[config.mk]
export PLATFORM = sky130hd
export DESIGN_NAME = spi_master_sequencer
export DESIGN_NICKNAME = d
export VERILOG_FILES = /design/src/rtl/spi_master_sequencer.sv
export SDC_FILE = /design/constraint.sdc
export NUM_CORES = 1
export LEC_CHECK = 0
export CAP_MARGIN = 20
export CORE_MARGIN = 2
export CORE_UTILIZATION = 45
export CTS_CLUSTER_DIAMETER = 200
export DETAILED_ROUTE_END_ITERATION = 16
export PLACE_DENSITY = 0.69
export SYNTH_ARGS = -nofsm -noshare
export SYNTH_HDL_FRONTEND = slang
export SYNTH_SLANG_ARGS = --single-unit
[constraint.sdc]
create_clock -name prescale_clk -period 4.8 [get_ports prescale_clk]
set_clock_uncertainty 0.1 [all_clocks]
set_input_delay 1.44 -clock prescale_clk [delete_from_list [all_inputs] [get_ports prescale_clk]]
set_output_delay 1.44 -clock prescale_clk [all_outputs]
set_load 0.01 [all_outputs]
[src/rtl/spi_master_sequencer.sv]
// Single-chip-select SPI master transfer sequencer (one DATA_W word per start, CPOL/CPHA selectable).
// Optional feature: SPI_LSB_FIRST_EN adds i_lsb_first to select LSB-first bit order.
module spi_master_sequencer #(
    parameter int unsigned DATA_W = 8
) (
    input  logic              prescale_clk,
    input  logic              rst,
    input  logic              i_start,
    input  logic              i_cpol,
    input  logic              i_cpha,
`ifdef SPI_LSB_FIRST_EN
    input  logic              i_lsb_first,
`endif
    input  logic [DATA_W-1:0] i_tx_data,
    input  logic              i_miso,
    output logic              o_sclk,
    output logic              o_mosi,
    output logic              o_cs_n,
    output logic              o_busy,
    output logic              o_done,
    output logic [DATA_W-1:0] o_rx_data
);

    localparam int unsigned EW = $clog2(2 * DATA_W);
    localparam int unsigned IW = $clog2(DATA_W);

    localparam logic [2:0] IDLE     = 3'd0;
    localparam logic [2:0] SETUP    = 3'd1;
    localparam logic [2:0] TRANSFER = 3'd2;
    localparam logic [2:0] HOLD     = 3'd3;
    localparam logic [2:0] DONE     = 3'd4;

    logic [2:0]        r_state, w_state_nxt;
    logic [EW-1:0]     r_edge, w_edge_nxt;
    logic              r_cpol, w_cpol_nxt;
    logic              r_cpha, w_cpha_nxt;
    logic              r_lsb, w_lsb_nxt;
    logic [DATA_W-1:0] r_tx, w_tx_nxt;
    logic [DATA_W-1:0] r_rx_sh, w_rx_sh_nxt;
    logic              r_sclk, w_sclk_nxt;
    logic              r_mosi, w_mosi_nxt;
    logic              r_cs_n, w_cs_n_nxt;
    logic              r_busy, w_busy_nxt;
    logic              r_done, w_done_nxt;
    logic [DATA_W-1:0] r_rx_data, w_rx_data_nxt;

    logic              w_lsb_in;
    logic              w_last;
    logic              w_sample;
    logic              w_drive;
    logic [IW-1:0]     w_seq;
    logic [IW-1:0]     w_idx;
    logic              w_first;

`ifdef SPI_LSB_FIRST_EN
    assign w_lsb_in = i_lsb_first;
`else
    assign w_lsb_in = 1'b0;
`endif

    // Edge k: even = leading, odd = trailing; sampling edge parity equals cpha.
    assign w_last   = (r_edge == EW'(2 * DATA_W - 1));
    assign w_sample = (r_edge[0] == r_cpha);
    assign w_drive  = r_cpha ? ~r_edge[0] : (r_edge[0] & ~w_last);
    assign w_seq    = IW'(r_edge >> 1) + IW'(!r_cpha);
    assign w_idx    = r_lsb ? w_seq : (IW'(DATA_W - 1) - w_seq);
    assign w_first  = r_lsb ? r_tx[0] : r_tx[DATA_W-1];

    always_comb begin
        w_state_nxt   = r_state;
        w_edge_nxt    = r_edge;
        w_cpol_nxt    = r_cpol;
        w_cpha_nxt    = r_cpha;
        w_lsb_nxt     = r_lsb;
        w_tx_nxt      = r_tx;
        w_rx_sh_nxt   = r_rx_sh;
        w_sclk_nxt    = r_sclk;
        w_mosi_nxt    = r_mosi;
        w_cs_n_nxt    = r_cs_n;
        w_busy_nxt    = 1'b1;
        w_done_nxt    = 1'b0;
        w_rx_data_nxt = r_rx_data;

        case (r_state)
            IDLE: begin
                w_busy_nxt = 1'b0;
                w_cs_n_nxt = 1'b1;
                w_sclk_nxt = i_cpol;
                if (i_start) begin
                    w_cpol_nxt  = i_cpol;
                    w_cpha_nxt  = i_cpha;
                    w_lsb_nxt   = w_lsb_in;
                    w_tx_nxt    = i_tx_data;
                    w_state_nxt = SETUP;
                end
            end
            SETUP: begin
                w_cs_n_nxt  = 1'b0;
                w_mosi_nxt  = w_first;
                w_sclk_nxt  = r_cpol;
                w_edge_nxt  = '0;
                w_state_nxt = TRANSFER;
            end
            TRANSFER: begin
                w_sclk_nxt = ~r_sclk;
                w_edge_nxt = r_edge + EW'(1);
                if (w_sample) begin
                    w_rx_sh_nxt = r_lsb ? {i_miso, r_rx_sh[DATA_W-1:1]}
                                        : {r_rx_sh[DATA_W-2:0], i_miso};
                end
                if (w_drive) begin
                    w_mosi_nxt = r_tx[w_idx];
                end
                if (w_last) begin
                    w_edge_nxt  = '0;
                    w_state_nxt = HOLD;
                end
            end
            HOLD: begin
                w_state_nxt = DONE;
            end
            DONE: begin
                w_cs_n_nxt    = 1'b1;
                w_done_nxt    = 1'b1;
                w_rx_data_nxt = r_rx_sh;
                w_state_nxt   = IDLE;
            end
            default: begin
                w_state_nxt = IDLE;
            end
        endcase
    end

    always_ff @(posedge prescale_clk or posedge rst) begin
        if (rst) begin
            r_state   <= IDLE;
            r_edge    <= '0;
            r_cpol    <= 1'b0;
            r_cpha    <= 1'b0;
            r_lsb     <= 1'b0;
            r_tx      <= '0;
            r_rx_sh   <= '0;
            r_sclk    <= 1'b0;
            r_mosi    <= 1'b0;
            r_cs_n    <= 1'b1;
            r_busy    <= 1'b0;
            r_done    <= 1'b0;
            r_rx_data <= '0;
        end else begin
            r_state   <= w_state_nxt;
            r_edge    <= w_edge_nxt;
            r_cpol    <= w_cpol_nxt;
            r_cpha    <= w_cpha_nxt;
            r_lsb     <= w_lsb_nxt;
            r_tx      <= w_tx_nxt;
            r_rx_sh   <= w_rx_sh_nxt;
            r_sclk    <= w_sclk_nxt;
            r_mosi    <= w_mosi_nxt;
            r_cs_n    <= w_cs_n_nxt;
            r_busy    <= w_busy_nxt;
            r_done    <= w_done_nxt;
            r_rx_data <= w_rx_data_nxt;
        end
    end

    assign o_sclk    = r_sclk;
    assign o_mosi    = r_mosi;
    assign o_cs_n    = r_cs_n;
    assign o_busy    = r_busy;
    assign o_done    = r_done;
    assign o_rx_data = r_rx_data;

endmodule

* Yosys cells after proc, flatten, opt, wreduce, memory -nomap -nowiden
Cells that the tools add are included.
** Storage, ports and cells
- Output and inout port bits :: 13
- Register bits after elaboration :: 38
- Input port bits :: 14
** Operators by class
- $add $sub $neg :: 3
- Eq/ne operators :: 9
- Bitwise logic cells :: 4
- Reductions and logical operators :: 10
- Mux-type cells :: 14
- Magnitude comparators :: 1
** Operators with widths (count)
- 3-bit case mux with 4 select lines :: 1
- 4-bit case mux with 2 select lines :: 1
- 2-bit AND reduction :: 4
- 3-bit by 2-bit == test with 1-bit output, second input constant :: 2
- 3-bit 2-to-1 mux :: 2
- 2-bit != test, second input constant :: 3
- 1-bit 2-to-1 mux :: 5
- 4-bit by 1-bit adder with 4-bit output, second input constant :: 1
- 4-bit == test, second input constant :: 1
- 3-bit by 4-bit less-than comparator with 1-bit output, second input constant :: 1
- 4-bit 2-to-1 mux :: 1
- 1-bit case mux with 2 select lines :: 2
- 2-bit nonzero test :: 2
- 3-bit by 1-bit adder with 3-bit output :: 1
- 1-bit binary-select mux with 3-bit select :: 1
- 3-bit by 1-bit == test with 1-bit output, second input constant :: 1
- 3-bit == test, second input constant :: 1
- 3-bit logical NOT :: 1
- 1-bit NOT :: 3
- 1-bit case mux with 3 select lines :: 1
- 3-bit nonzero test :: 1
- 3-bit subtractor, first input constant :: 1
- 2-bit OR reduction :: 1
- 1-bit AND :: 1
- other kinds (2) :: 2

* Depth between registers and ports, before layout
- Depth in word-level cells :: 7
- Mapped depth :: 7
- Gate-level depth less buffers :: 7

* Least setup slack after synthesis
OpenSTA, ideal clock, no wires.
- Kind :: input -> register
- Start :: in i_start
- End :: reg r_cpol
- Setup slack :: 2.526 ns
- Arrival time :: 2.049 ns
- Stages :: 4
- Library setup time :: 0.125 ns
- Cell sequence :: inv_1 -> nor2_4 -> buf_12 -> mux2_4
** Between the ends
- Word-level cells in the longest chain between the ends :: 1
** RTL lines
- start: declaration :: RTL line 8 : input logic i_start,
- 2-bit AND reduction (no source line)
- end signal: assignment :: RTL line 152 : r_cpol <= w_cpol_nxt;
- end: declaration :: RTL line 35 : logic r_cpol, w_cpol_nxt;
Every way passes these cells.
A chain may end at the register's enable or synchronous reset.

* Worst setup path in the final report
- Start :: reg r_cs_n, in the netlist o_cs_n
- End :: out o_cs_n
** RTL lines
- start: declaration :: RTL line 42 : logic r_cs_n, w_cs_n_nxt;
- start signal: assignment :: RTL line 159 : r_cs_n <= w_cs_n_nxt;
- end: declaration :: RTL line 18 : output logic o_cs_n,
No word-level cell between the ends.

==> metrics.md <==
| Metric | Value |
|---|---|
| Clk slew on worst S/H paths | 70 ps |
| CP cell instances | clkdlybuf4s50_1 |
| Via count | 1022 |
| CP Depth | 1 |
| # DRC | 0 |
| Status | finished clean |
| Detailed placement HPWL | 2020 um |
| Largest net degree at the start of global routing | 29 |
| Worst Path Required | 3260 ps |
| Tot GR Track Use | 14.7% |
| Setup TNS | 0 ps |
| Post-Synth Adder-Cell Area | 2.20% |
| FF-to-FF Start | r_edge[1] |
| Post-CTS Setup Bufs | 0 |
| Final Routed Wirelength | 2770 um |
| Share of cells above drive strength 1 | 28.4% |
| Worst setup startpoint | o_cs_n |
| Final setup violation count | 0 |
| Max-Cap Viols | 0 |
| Top_reg_cell synth | dfrtp_1 |
| Hold depth | 2 |
| CTS tree | yes |
| Final hold violation count | 0 |
| CP startpoint kind | register |
| Routed vias/inst | 5.03 |
| GRT overflow | 0 |
| Routed length per instance | 13.6 um |
| Xor/xnor cell area share of the yosys netlist | 1.54% |
| CP bufs+invs | 1 |
| Compound-Gate Fraction of Synth Area | 6.89% |
| Cell count after synthesis | 123 |
| Crit Path Class | reg -> out |
| Min-Delay Path Class | reg -> reg |
| Worst-Margin Slew | 408 ps |
| CTS Sinks | 38 |
| Drt pass-1 iters | 4 |
| Worst Path Arrival | 1330 ps |
| Number of enable flip-flop cells after synthesis | 0 |
| Antenna violations before repair | 0 |
| First-pass GRT wire length | 4740 um |
| RSZ-0062 raised after global routing | false |
| Max Transition Viols Final | 0 |
| Synth top area cells | dfrtp_1, mux2_2, mux2_4 |
| Crit Path Max Fanout | 2 |
| Gp weighted congestion | 0.736 |
| Worst-Skew Late Latency | 280 ps |
| Worst VDD drop | 0.268 mV |
| Cell type with the largest total area after synthesis | dfrtp_1 |
| Mux cell area share after synthesis | 21.0% |
| Avg Synthesized Cell Area | 13.9 sq um |
| Power Density | 695 nW/um^2 |
| Yosys warns | 0 |
| Post-CTS Resized | 0 |
| Post-synthesis net count | 140 |
| Critical Path Sink Type | output port |
| Post-route insts no fill | 203 |
| # hold bufs at CTS | 0 |
| Cell family with most CP delay | flip-flops |
| Post-layout util | 59.0% |
| Critical R2R Capture | o_mosi |
| Slowest stage cell on the critical path | dfstp_2 |
| IO buf count | 26 |
| Post-route ant nets | 0 |
| Initial core utilization | 46.6% |
| Chip height | 65.6 um |
| Vias in the first global route | 1037 |
| Placed insts | 194 |
| Chip Width | 65.6 um |
| Largest family of logic cells by synthesized area | multiplexers |
| Yosys cell types | 38 |
| Ys async rst share | 100% |
| Share of the synthesized area in the top cell type | 54.3% |
| Mapped Area | 1710 sq um |
| Worst-case reg-to-reg path depth | 6 |
| Core Box Area | 3660 sq um |
| Total Nets Final | 171 |
| Sequential share of the synthesized area | 55.8% |
| Area growth syn-to-layout | 26.6% |
| Final worst path period need | 2870 ps |
| Fin crit share | 59.9% |
| CP endpoint | o_cs_n |
| Worst hold margin | 400 ps |
| H-Tree Level Count | 2 |
| Num ports | 27 |
| Area share of and/or/nand/nor cells after synthesis | 8.06% |
| Leakage | 0.000974 uW |
| Filler Cell Count | 288 |
| Root buf cell | clkbuf_8 |
| Rel. slew slack | 72.8% |
| F_max | 348 MHz |
| R2R Setup Slk | 2770 ps |
| Hold Path Origin | o_cs_n |
| Synth Register Bits | 38 |
| Die Area | 4300 sq um |
| Cts bufs inserted | 5 |
| Critical Path Max Stage Delay | 530 ps |
| 1st-iter DRT viols | 68 |
| N_diodes | 0 |
| Clock Tree Buf Depth | 2 |
| Row cnt | 22 |
[synthesized netlist by cell type, types with 2 or more instances]
library cell   n
a21oi_1        2
buf_4          2
dfrtp_1       37
ha_1           3
inv_1          6
mux2_2        18
mux2_4         6
mux2i_1        2
mux4_2         2
nand2_1        5
nand2b_1       2
nor2_1         3
o21ai_0        8
o31ai_1        2
xnor2_1        2
[state kept, by name, indices dropped and copies added, names as in the netlist]
register / cells
o_done: 1
r_edge: 4
r_state: 3
o_mosi: 1
o_sclk: 1
o_rx_data: 8
r_cpol: 1
r_tx: 8
o_busy: 1
o_cs_n: 1
r_cpha: 1
r_rx_sh: 8
[through the flow]
step	setup WS, ps	instance area [sq um]	power [uW]
5_1_grt	1870	2160	1610
3_5_place_dp	1850	1990	1180
3_3_place_gp	1870	1990	1160
4_1_cts	1910	2130	1520
2_1_floorplan	2400	1710	1020
6_report	1930	2160	1500
[routing by layer]
metal,vias to the layer above,part of all wire [%],track usage (%)
met1,502,48,19.2
met2,19,48,23.1
met3,4,3.6,4.62
met4,0,1.2,5.47
met5,-,0,0
li1,497,-,-
[cells in the final DEF (no fill, tap or decap)]
cell type / netlist / layout
xor2_1: 1 / 1
ha_1: 3 / 3
nand4_1: 1 / 1
a21oi_1: 2 / 2
xnor2_1: 2 / 2
buf_4: 2 / 2
nor2_1: 3 / 3
or3b_4: 1 / 1
nand2b_1: 2 / 2
inv_2: 1 / 1
clkbuf_8: 0 / 6
mux2_4: 6 / 6
and3_1: 1 / 1
a22o_1: 1 / 1
or3_1: 1 / 1
o31ai_1: 2 / 2
bufinv_16: 0 / 2
o311ai_1: 1 / 1
a41o_1: 1 / 1
nand2_1: 5 / 5
nor3b_1: 1 / 1
buf_16: 0 / 1
inv_1: 6 / 6
nand2_2: 1 / 1
nor2_4: 1 / 1
dfstp_2: 1 / 1
a221oi_1: 1 / 1
or2b_1: 1 / 1
nor3_1: 1 / 1
o21ai_0: 8 / 8
mux2i_1: 2 / 2
dfrtp_1: 37 / 37
o221ai_1: 1 / 1
mux4_2: 2 / 2
a21o_1: 1 / 1
clkdlybuf4s50_1: 0 / 26
or3_4: 1 / 1
nor3_4: 1 / 1
mux2_2: 18 / 18
[how the worst min path moves through the flow]
stage                             to
after CTS                     o_cs_n
after global placement        o_cs_n
after global routing      r_rx_sh[7]
after detailed placement      o_cs_n
after floorplan           r_rx_sh[7]
final                         o_cs_n
[logic make-up (layout without fill, tap and decap cells)]
group           Yosys count  count (layout)
simple gates             21              21
flops                    38              38
xor+xnor                  3               3
compound gates           18              18
fa+ha+maj                 3               3
mux                      28              28
buf+inv                  12              44
[area by class of cell]
type	count	area (sq um)	area share [%]
clock buffers	6	82.6	3.82
clock inverters	2	60.1	2.78
inverters	7	26.3	1.22
multi-input cells	73	677	31.3
flip-flops and latches	38	952	44.1
well taps	48	60.1	2.78
repair buffers	29	303	14.0
[power by group]
part | switching, uW | total, uW | internal, uW
Sequential | 121 | 591 | 471
Combinational | 223 | 581 | 358
Clock | 107 | 329 | 222
Total | 451 | 1500 | 1050
(Power assumes the default switching activity.)
